## src/rtl/gold_cdma_pkg.sv

```systemverilog
// Gold-code CDMA transceiver: shared constants and width helpers.
// Code length and counter widths are all derived from the LFSR width.
package gold_cdma_pkg;

  localparam int unsigned GC_LFSR_W = 5;
  localparam logic [GC_LFSR_W-1:0] GC_TAPS_A = 5'b00101;
  localparam logic [GC_LFSR_W-1:0] GC_TAPS_B = 5'b11101;
  localparam logic [GC_LFSR_W-1:0] GC_SEED_A = 5'b00001;

  function automatic int unsigned code_len(input int unsigned w);
    return (32'd1 << w) - 32'd1;
  endfunction

  function automatic int unsigned acc_width(input int unsigned w);
    return $clog2(code_len(w) + 1);
  endfunction

  function automatic int unsigned sum_width(input int unsigned n);
    return $clog2(n + 1);
  endfunction

  function automatic int unsigned sel_width(input int unsigned n);
    return (n > 1) ? $clog2(n) : 1;
  endfunction

endpackage

```

## src/rtl/gold_lfsr.sv

```systemverilog
// Fibonacci LFSR with seed reload and registered state.
// A zero seed would lock the register, so it is replaced by 1.
module gold_lfsr
  import gold_cdma_pkg::*;
#(
  parameter int unsigned W = GC_LFSR_W,
  parameter logic [W-1:0] TAPS = GC_TAPS_A
) (
  input  logic         clk_i,
  input  logic         rst_i,
  input  logic         adv_i,
  input  logic         reload_i,
  input  logic [W-1:0] seed_i,
  output logic         msb_o
);

  logic [W-1:0] seed_nz;
  logic [W-1:0] state_d;
  logic [W-1:0] state_q;

  assign seed_nz = (seed_i == '0) ? W'(1) : seed_i;

  always_comb begin
    state_d = state_q;
    if (reload_i) begin
      state_d = seed_nz;
    end else if (adv_i) begin
      state_d = {state_q[W-2:0], ^(state_q & TAPS)};
    end
  end

  always_ff @(posedge clk_i) begin
    if (rst_i) begin
      state_q <= seed_nz;
    end else begin
      state_q <= state_d;
    end
  end

  assign msb_o = state_q[W-1];

endmodule

```

## src/rtl/gold_cdma_transceiver.sv

```systemverilog
// Multi-channel Gold-code spreader with a single-channel
// correlating receiver, one data bit per code period.
module gold_cdma_transceiver
  import gold_cdma_pkg::*;
#(
  parameter int unsigned LFSR_W = GC_LFSR_W,
  parameter logic [LFSR_W-1:0] TAPS_A = GC_TAPS_A,
  parameter logic [LFSR_W-1:0] TAPS_B = GC_TAPS_B,
  parameter logic [LFSR_W-1:0] SEED_A = GC_SEED_A,
  parameter int unsigned NUM_CH = 2,
  parameter logic [23:0] CHIP_DIV = 24'd10_000_000,
  parameter int unsigned LOCK_TOL = 4,
  localparam int unsigned SEL_W = sel_width(NUM_CH),
  localparam int unsigned SUM_W = sum_width(NUM_CH)
) (
  input  logic              clk_i,
  input  logic              rst_i,
  input  logic [NUM_CH-1:0] data_i,
  input  logic [LFSR_W-1:0] seed_i,
  input  logic              load_i,
  input  logic              rx_i,
  input  logic [SEL_W-1:0]  rx_sel_i,
  output logic [NUM_CH-1:0] chip_o,
  output logic [NUM_CH-1:0] gold_o,
  output logic [SUM_W-1:0]  sum_o,
  output logic              sym_strobe_o,
  output logic              rx_data_o,
  output logic              rx_valid_o,
  output logic              rx_lock_o
);

  localparam int unsigned L = code_len(LFSR_W);
  localparam int unsigned ACC_W = acc_width(LFSR_W);
  localparam logic [ACC_W-1:0] HALF = ACC_W'((L - 1) / 2);
  localparam logic [ACC_W-1:0] LOCK_HI = ACC_W'(L - LOCK_TOL);
  localparam logic [ACC_W-1:0] LOCK_LO = ACC_W'(LOCK_TOL);
  localparam logic [LFSR_W-1:0] LAST = LFSR_W'(L - 1);

  logic [23:0]       div_d, div_q;
  logic [LFSR_W-1:0] chip_idx_d, chip_idx_q;
  logic [ACC_W-1:0]  acc_d, acc_q;
  logic [NUM_CH-1:0] data_lat_d, data_lat_q;
  logic [SEL_W-1:0]  sel_lat_d, sel_lat_q;
  logic [LFSR_W-1:0] seed_d, seed_q;
  logic rx_data_d, rx_data_q;
  logic rx_lock_d, rx_lock_q;
  logic rx_valid_d, rx_valid_q;
  logic strobe_d, strobe_q;

  logic              tick, last, adv, reload, match;
  logic              a_msb;
  logic [NUM_CH-1:0] b_msb;
  logic [LFSR_W-1:0] seed_src;
  logic [SEL_W-1:0]  sel_in;
  logic [ACC_W-1:0]  agree;
  logic [SUM_W-1:0]  sum_c;

  assign tick   = (div_q == CHIP_DIV - 24'd1);
  assign last   = (chip_idx_q == LAST);
  assign adv    = tick & ~last & ~load_i;
  assign reload = load_i | (tick & last);
  // B seeds are captured on reset/load and reused at every symbol end
  assign seed_src = (rst_i | load_i) ? seed_i : seed_q;
  assign sel_in = (32'(rx_sel_i) < NUM_CH) ? rx_sel_i : '0;

  gold_lfsr #(.W(LFSR_W), .TAPS(TAPS_A)) u_lfsr_a (
    .clk_i    (clk_i),
    .rst_i    (rst_i),
    .adv_i    (adv),
    .reload_i (reload),
    .seed_i   (SEED_A),
    .msb_o    (a_msb)
  );

  for (genvar k = 0; k < NUM_CH; k++) begin : g_b
    gold_lfsr #(.W(LFSR_W), .TAPS(TAPS_B)) u_lfsr_b (
      .clk_i    (clk_i),
      .rst_i    (rst_i),
      .adv_i    (adv),
      .reload_i (reload),
      .seed_i   (seed_src ^ LFSR_W'(k)),
      .msb_o    (b_msb[k])
    );
  end

  assign gold_o = {NUM_CH{a_msb}} ^ b_msb;
  assign chip_o = data_lat_q ^ gold_o;
  assign match  = (rx_i == gold_o[sel_lat_q]);
  assign agree  = acc_q + ACC_W'(match);

  always_comb begin
    sum_c = '0;
    for (int k = 0; k < NUM_CH; k++) begin
      sum_c = sum_c + SUM_W'(chip_o[k]);
    end
  end
  assign sum_o = sum_c;

  always_comb begin
    div_d      = div_q + 24'd1;
    chip_idx_d = chip_idx_q;
    acc_d      = acc_q;
    data_lat_d = data_lat_q;
    sel_lat_d  = sel_lat_q;
    seed_d     = seed_q;
    rx_data_d  = rx_data_q;
    rx_lock_d  = rx_lock_q;
    rx_valid_d = 1'b0;
    strobe_d   = 1'b0;
    if (tick) begin
      div_d = '0;
      if (last) begin
        rx_data_d  = (agree <= HALF);
        rx_lock_d  = (agree >= LOCK_HI) || (agree <= LOCK_LO);
        rx_valid_d = 1'b1;
        strobe_d   = 1'b1;
        acc_d      = '0;
        chip_idx_d = '0;
        data_lat_d = data_i;
        sel_lat_d  = sel_in;
      end else begin
        acc_d      = agree;
        chip_idx_d = chip_idx_q + LFSR_W'(1);
      end
    end
    if (load_i) begin
      div_d      = '0;
      chip_idx_d = '0;
      acc_d      = '0;
      data_lat_d = data_i;
      sel_lat_d  = sel_in;
      seed_d     = seed_i;
      rx_data_d  = rx_data_q;
      rx_lock_d  = rx_lock_q;
      rx_valid_d = 1'b0;
      strobe_d   = 1'b0;
    end
  end

  always_ff @(posedge clk_i) begin
    if (rst_i) begin
      div_q      <= '0;
      chip_idx_q <= '0;
      acc_q      <= '0;
      data_lat_q <= '0;
      sel_lat_q  <= '0;
      seed_q     <= seed_i;
      rx_data_q  <= 1'b0;
      rx_lock_q  <= 1'b0;
      rx_valid_q <= 1'b0;
      strobe_q   <= 1'b0;
    end else begin
      div_q      <= div_d;
      chip_idx_q <= chip_idx_d;
      acc_q      <= acc_d;
      data_lat_q <= data_lat_d;
      sel_lat_q  <= sel_lat_d;
      seed_q     <= seed_d;
      rx_data_q  <= rx_data_d;
      rx_lock_q  <= rx_lock_d;
      rx_valid_q <= rx_valid_d;
      strobe_q   <= strobe_d;
    end
  end

  assign rx_data_o    = rx_data_q;
  assign rx_lock_o    = rx_lock_q;
  assign rx_valid_o   = rx_valid_q;
  assign sym_strobe_o = strobe_q;

endmodule

```

## config.mk

```make
export PLATFORM = sky130hd
export DESIGN_NAME = gold_cdma_transceiver
export DESIGN_NICKNAME = d
export VERILOG_FILES = /design/src/rtl/gold_cdma_pkg.sv /design/src/rtl/gold_lfsr.sv /design/src/rtl/gold_cdma_transceiver.sv
export SDC_FILE = /design/constraint.sdc
export NUM_CORES = 1
export LEC_CHECK = 0
export CAP_MARGIN = 20
export CORE_ASPECT_RATIO = 1.1
export CORE_MARGIN = 8
export CORE_UTILIZATION = 57
export DETAILED_ROUTE_END_ITERATION = 8
export PLACE_DENSITY_LB_ADDON = 0.25
export SLEW_MARGIN = 0
export SYNTH_ARGS = -nofsm -noshare
export SYNTH_HDL_FRONTEND = slang
export SYNTH_SLANG_ARGS = --single-unit
```

## constraint.sdc

```tcl
create_clock -name clk_i -period 3 [get_ports clk_i]
set_input_delay 0.3 -clock clk_i [delete_from_list [all_inputs] [get_ports clk_i]]
set_output_delay 0.3 -clock clk_i [all_outputs]
set_load 0.02 [all_outputs]
```

==> results of run 1 <==
[power groups by stage]
stage                     Combinational [mW]  Sequential, mW  Clock (mW)
after floorplan                       0.0864           0.885           0
after global placement                 0.140           0.889           0
after detailed placement               0.141           0.890           0
after CTS                              0.143           0.872       0.796
after global routing                   0.154           0.874       0.839
final                                  0.141           0.872       0.786
[worst paths after layout]
check / depth (start not counted) / from / slack [ns] / end
worst min-delay path: 1 / div_q[0]$_SDFF_PP0_ / 0.44 / div_q[0]$_SDFF_PP0_
worst max-delay path: 4 / g_b[0].u_lfsr_b.state_q[4]$_DFFE_PP_ / 0.64 / sum_o[0]
worst min register to register: 1 / div_q[0]$_SDFF_PP0_ / 0.44 / div_q[0]$_SDFF_PP0_
worst max register to register: 11 / g_b[0].u_lfsr_b.state_q[4]$_DFFE_PP_ / 0.66 / rx_lock_o$_SDFFE_PP0P_
[area by class of cell]
cell class / count / area share
clock inverters: 7 / 0.0280
clock buffers: 9 / 0.0380
repair buffers: 26 / 0.0760
flip-flops and latches: 60 / 0.415
inverters: 8 / 0.00921
well taps: 56 / 0.0215
multi-input cells: 226 / 0.413
[synthesized netlist by cell type]
cell,count,area (um2)
nor2_1,38,143
and4_1,4,35.0
o21ai_0,10,50.1
nor4_1,5,31.3
or3_1,5,31.3
nor3_1,12,60.1
and3_1,3,18.8
buf_2,4,20.0
xnor2_1,21,184
dfxtp_1,45,901
nor4_2,1,12.5
nand2_1,29,109
o2111ai_1,1,8.76
ha_1,6,75.1
a41oi_1,1,8.76
buf_6,1,11.3
clkbuf_1,7,26.3
nand4_1,9,56.3
nand3_1,18,90.1
a21oi_1,33,165
edfxtp_1,15,450
nor4b_1,2,17.5
nand4b_1,2,17.5
buf_1,1,3.75
buf_4,1,7.51
a31oi_1,1,6.26
or4b_4,1,13.8
nand2b_1,1,6.26
inv_1,8,30.0
and2_1,3,18.8
nor4_4,1,21.3
a211oi_1,1,7.51
a311oi_1,1,8.76
nand3b_1,1,7.51
xor2_1,15,131
nand3_2,1,10.0
[metal layers]
metal | wire length, um | track usage | part of all wire | vias up
met1 | 2520 | 0.193 | 0.46 | 1020
li1 | - | - | - | 1126
met2 | 2570 | 0.262 | 0.47 | 51
met4 | 78 | 0.0581 | 0.014 | 0
met5 | 0 | 0 | 0 | -
met3 | 336 | 0.0584 | 0.061 | 9
[critical path, stage by stage (launching register included)]
cell and delay, ns:
edfxtp_1 0.43, xor2_1 0.26, xor2_1 0.13, ha_1 0.29, clkdlybuf4s50_1 0.60
[flip-flops by register name (all words and copies together) (netlist names)]
name                  cells
rx_data_o                 1
g_b.u_lfsr_b.state_q     10
sym_strobe_o              1
div_q                    24
acc_q                     5
u_lfsr_a.state_q          5
data_lat_q                2
sel_lat_q                 1
seed_q                    5
chip_idx_q                5
rx_lock_o                 1
[cell families (layout without fill, tap and decap cells)]
| group | Yosys count | in the layout |
|---|---|---|
| AND/OR/NAND/NOR | 136 | 136 |
| flip-flops | 60 | 60 |
| AO/OA/AOI/OAI | 48 | 48 |
| XOR/XNOR | 36 | 36 |
| buffers and inverters | 22 | 50 |
| adder cells (fa/ha/maj) | 6 | 6 |
[per-stage QoR]
step / cells / worst slack (ns) / instance area, um2 / hold WS [ns] / total power, mW
finish: 392 / 0.645 / 3260 / 0.439 / 1.80
global route: 392 / 0.384 / 3260 / 0.479 / 1.87
CTS: 392 / 0.621 / 3260 / 0.445 / 1.81
detailed placement: 376 / 0.678 / 3040 / 0.439 / 1.03
global placement: 376 / 0.740 / 3040 / 0.429 / 1.03
floorplan: 308 / 0.594 / 2800 / 0.369 / 0.971
==> impl_metrics.py, run 1 <==
metrics = {
    "pwr": {
        "leakage_nw": 1.08,
        "power.density_mw_per_mm2": 552,
        "p_sw_frac": 0.230,
        "p_seq_frac": 0.485,
        "ir_drop_mv": 0.481,
        "combPwrFrac": 0.079,
        "switchingPower_uw": 414,
        "p_clk_frac": 0.437,
        "p_int_mw": 1.39,
    },
    "global_routing": {
        "grt_start_max_net_pins": 23,
        "grt_overflow": 0,
        "grt.total_usage": 0.163,
        "grt_pass1_wl_um": 9300,
        "antenna_found_initial": 0,
        "grt_pass1_vias": 2120,
    },
    "sta": {
        "fin_setup_tns_ns": 0,
        "hold_violations": 0,
        "final_max_slew_viol_count": 0,
        "fin_crit_sh": 0.785,
        "setup_violations": 0,
        "relSlewSlack": 0.551,
        "worst_slew_pin_slew_ns": 0.665,
        "max_freq_ghz": 0.425,
        "rsz0062_at_grt": "false",
        "finClkSkew_ns": 0.00654,
        "period_minus_slack_ns": 2.36,
    },
    "place": {
        "post-dp-hpwl_um": 3780,
        "numPortBuffers": 21,
        "gp_congestion": 0.803,
    },
    "die": {
        "coreArea_mm2": 0.00468,
        "dieHeight_um": 89.4,
        "rows": 26,
        "start_util": 0.597,
        "die_x_um": 82.8,
        "fp.dieArea_mm2": 0.00740,
        "io_pins": 22,
    },
    "hold_path": {
        "hp-class": "flip-flop to flip-flop",
    },
    "route": {
        "finalWirelength_um": 5510,
        "drcViolationCount": 0,
        "wl_per_cell_um": 14.1,
        "drtIter0Drc": 144,
        "vias_per_cell": 5.63,
        "drtAntennaViolNets": 0,
        "firstDrtPassIters": 4,
        "via_count": 2206,
    },
    "synth": {
        "syn_inst": 308,
        "ys_types": 36,
        "ys_warn_count": 0,
        "synth_top_family_by_area": "simple AND/OR/NAND/NOR gates",
        "syn-num-nets": 326,
        "syn_area_mm2": 0.00280,
        "synth-simple-area-share": 0.250,
        "ys_seq_area_frac": 0.483,
        "synth_fa_ha_area_frac": 0.0269,
        "synthMuxAreaShare": 0,
        "synthXorXnorAreaFrac": 0.113,
        "syn_avg_cell_area_um2": 9.08,
        "synth_compound_area_frac": 0.0913,
        "ys_ff_latch": 60,
    },
    "clocking": {
        "cts_tree": "done",
        "clock_latency_ns": 0.34,
        "cts_made_buffers": 9,
        "htreeDepth": 3,
        "cts_resized": 0,
        "cts_setup_buffers": 0,
        "cts_num_sinks": 60,
        "hold_buffers": 0,
        "cts_root_buffer": "clkbuf_8",
        "clk_path_buf_depth": 2,
        "clkSlewWorstSetupHoldPaths_ns": 0.07,
    },
    "setup_path": {
        "cp-start-kind": "flip-flop",
        "path_max_fanout": 3,
        "arrival_ns": 2.06,
        "required_ns": 2.70,
        "cp-end-kind": "primary output",
        "path_class": "flip-flop to primary output",
    },
    "layout": {
        "drive_above_1_share": 0.0714,
        "fin_nets": 349,
        "nFillCells": 377,
        "layout_common_cells": "45 x dfxtp_1, 38 x nor2_1, 33 x a21oi_1",
        "diodes": 0,
        "synthToLayoutAreaGrowth_pct": 16.6,
        "multiInputGateArea_mm2": 0.00135,
        "final_core_util": 0.696,
        "seq_area_mm2": 0.00135,
        "final_common_cell": "dfxtp_1",
    },
    "job": {
        "cap_viol_max_count": 0,
    },
    "status": {
        "outcome": "finished, final reports clean",
    },
}
Note: power is estimated with default switching activity, not from simulation.
==> run 2, diff against run 1 <==
- clock period: 3 -> 2.2 ns (I/O delays scaled with it)
==> run 2 against run 1 <==
  * The flow now finishes with violations (setup timing)
  * Clock power is 21% higher
  * Design area is 6.0% higher
  * Power is 30% higher
  * Clock skew is 0.0036 ns higher
  * Critical path depth is 6 higher
  * Global-route usage is 1.3 points higher
  * Non-clock buffer count is 15 higher
  * Largest cell class is now multi-input gates
==> impl_metrics.py, run 2 (synthesis gave the netlist of run 1 again) <==
metrics = {
    "clocking": {
        "cts_tree": "done",
        "htreeDepth": 3,
        "cts_made_buffers": 9,
        "cts_root_buffer": "clkbuf_8",
        "clkSlewWorstSetupHoldPaths_ns": 0.07,
        "cts_num_sinks": 60,
        "clk_path_buf_depth": 2,
        "clock_latency_ns": 0.34,
    },
    "route": {
        "firstDrtPassIters": 5,
        "finalWirelength_um": 6060,
        "vias_per_cell": 5.69,
        "via_count": 2315,
        "drtIter0Drc": 244,
        "drcViolationCount": 0,
        "wl_per_cell_um": 14.9,
        "drtAntennaViolNets": 0,
    },
    "layout": {
        "top_register": "div_q",
        "fin_nets": 364,
        "drive_above_1_share": 0.157,
        "final_common_cell": "dfxtp_1",
        "synthToLayoutAreaGrowth_pct": 23.6,
        "reg.largest.list": "div_q (24), g_b.u_lfsr_b.state_q (10)",
        "final_core_util": 0.738,
        "largest_reg_flops": 24,
        "layout_common_cells": "44 x dfxtp_1, 37 x nor2_1, 30 x a21oi_1",
        "diodes": 0,
    },
    "hold_path": {
        "hp-class": "flip-flop to flip-flop",
        "hp-start": "div_q[0]$_SDFF_PP0_",
    },
    "place": {
        "post-dp-hpwl_um": 4080,
        "gp_congestion": 0.803,
        "numPortBuffers": 21,
        "post-place-ws_ns": 0.0116,
    },
    "status": {
        "outcome": "finished, violations left",
        "violations": "setup timing",
    },
    "setup_path": {
        "r2r_start": "g_b[0].u_lfsr_b.state_q[4]$_DFFE_PP_",
        "cp.depth": 10,
        "arrival_ns": 2.50,
        "path_class": "flip-flop to flip-flop",
        "crit_chain": "xor2_4 -> nor2_2 -> a21oi_2 -> xnor2_2 -> ha_2 -> buf_4 -> nand3_2 -> xor2_2 -> or3_4 -> a21oi_2",
        "cp-end-kind": "flip-flop",
        "startpoint": "g_b[0].u_lfsr_b.state_q[4]$_DFFE_PP_",
        "endpoint": "acc_q[3]$_SDFFE_PN0N_",
        "path_max_fanout": 3,
        "crit_top_cell": "a21oi_2",
        "cp-start-kind": "flip-flop",
        "path_delay_family": "simple AND/OR/NAND/NOR gates",
        "worst_r2r_endpoint": "acc_q[3]$_SDFFE_PN0N_",
        "crit_slowest_cell": "edfxtp_1",
        "r2r_cells": 10,
        "crit_buf_inv": 1,
        "r2r_setup_slack_ns": -0.03,
        "required_ns": 2.48,
        "critPathMaxStageDelay_ns": 0.46,
    },
    "global_routing": {
        "grt_start_max_net_pins": 23,
        "grt_pass1_vias": 2263,
        "grt_overflow": 0,
        "grt_pass1_wl_um": 9960,
        "grt.total_usage": 0.176,
        "antenna_found_initial": 0,
    },
    "sta": {
        "period_minus_slack_ns": 2.23,
        "setup_violations": 3,
        "max_freq_ghz": 0.449,
        "fin_setup_tns_ns": -0.0564,
        "fin_ws_ns": -0.0250,
        "rsz0062_at_grt": "true",
        "hold_violations": 0,
        "relSlewSlack": 0.688,
        "fin_crit_sh": 1.01,
        "worst_slew_pin_slew_ns": 0.464,
        "final_max_slew_viol_count": 0,
        "whs_ns": 0.440,
        "finClkSkew_ns": 0.0101,
    },
    "die": {
        "coreArea_mm2": 0.00468,
        "io_pins": 22,
        "rows": 26,
        "die_x_um": 82.8,
        "dieHeight_um": 89.4,
        "fp.dieArea_mm2": 0.00740,
        "start_util": 0.597,
    },
    "pwr": {
        "ir_drop_mv": 0.582,
        "power.density_mw_per_mm2": 679,
        "leakage_nw": 1.20,
    },
    "job": {
        "cap_viol_max_count": 0,
    },
}
## run 2: how the worst min path moves through the flow
| stage | to | cells past startpoint |
|---|---|---|
| after CTS | data_lat_q[0]$_SDFFE_PP0P_ | 3 |
| after global routing | data_lat_q[1]$_SDFFE_PP0P_ | 3 |
| after global placement | div_q[0]$_SDFF_PP0_ | 1 |
| after detailed placement | div_q[0]$_SDFF_PP0_ | 1 |
| after floorplan | data_lat_q[0]$_SDFFE_PP0P_ | 1 |
| final | div_q[0]$_SDFF_PP0_ | 1 |
## run 2: timing repair
item,in CTS,in global routing
hold buffers,0,0
gates cloned,0,0
setup buffers,2,1
gates resized for setup,8,10
pin swaps,5,4
hold endpoints to repair,0,0
setup endpoints to repair,5,8
## run 2: where the power goes
group	total (mW)	internal [mW]	switching [mW]
sequential	1.19	1.17	0.0233
combinational	0.208	0.0970	0.111
clock	0.948	0.517	0.431
total	2.35	1.78	0.565
## run 2: per-layer routing
layer,track usage,part of all wire,vias to the layer above
li1,-,-,1155
met1,0.200,0.44,1087
met3,0.0503,0.048,18
met5,0,0,-
met2,0.292,0.49,55
met4,0.0879,0.024,0
## run 2: stage by stage
step | cells | area (um2) | total power, mW
after floorplan | 308 | 2830 | 1.33
after global placement | 388 | 3170 | 1.41
after detailed placement | 388 | 3170 | 1.42
after CTS | 406 | 3390 | 2.35
after global routing | 407 | 3460 | 2.43
final | 407 | 3460 | 2.35
## run 2: final cells by class
cell class,count,area (um2)
fill,356,1230
clock inverter,5,52.6
tap,56,70.1
clock buffer,11,131
inverter,8,30.0
timing repair buffer,41,360
multi-input combinational,226,1460
sequential,60,1350
==> run 3, diff against run 2 <==
- CAP_MARGIN: 20 -> unset
==> results of run 3 <==
Same layout as run 2: the final DEF is identical, and so are final timing and power.
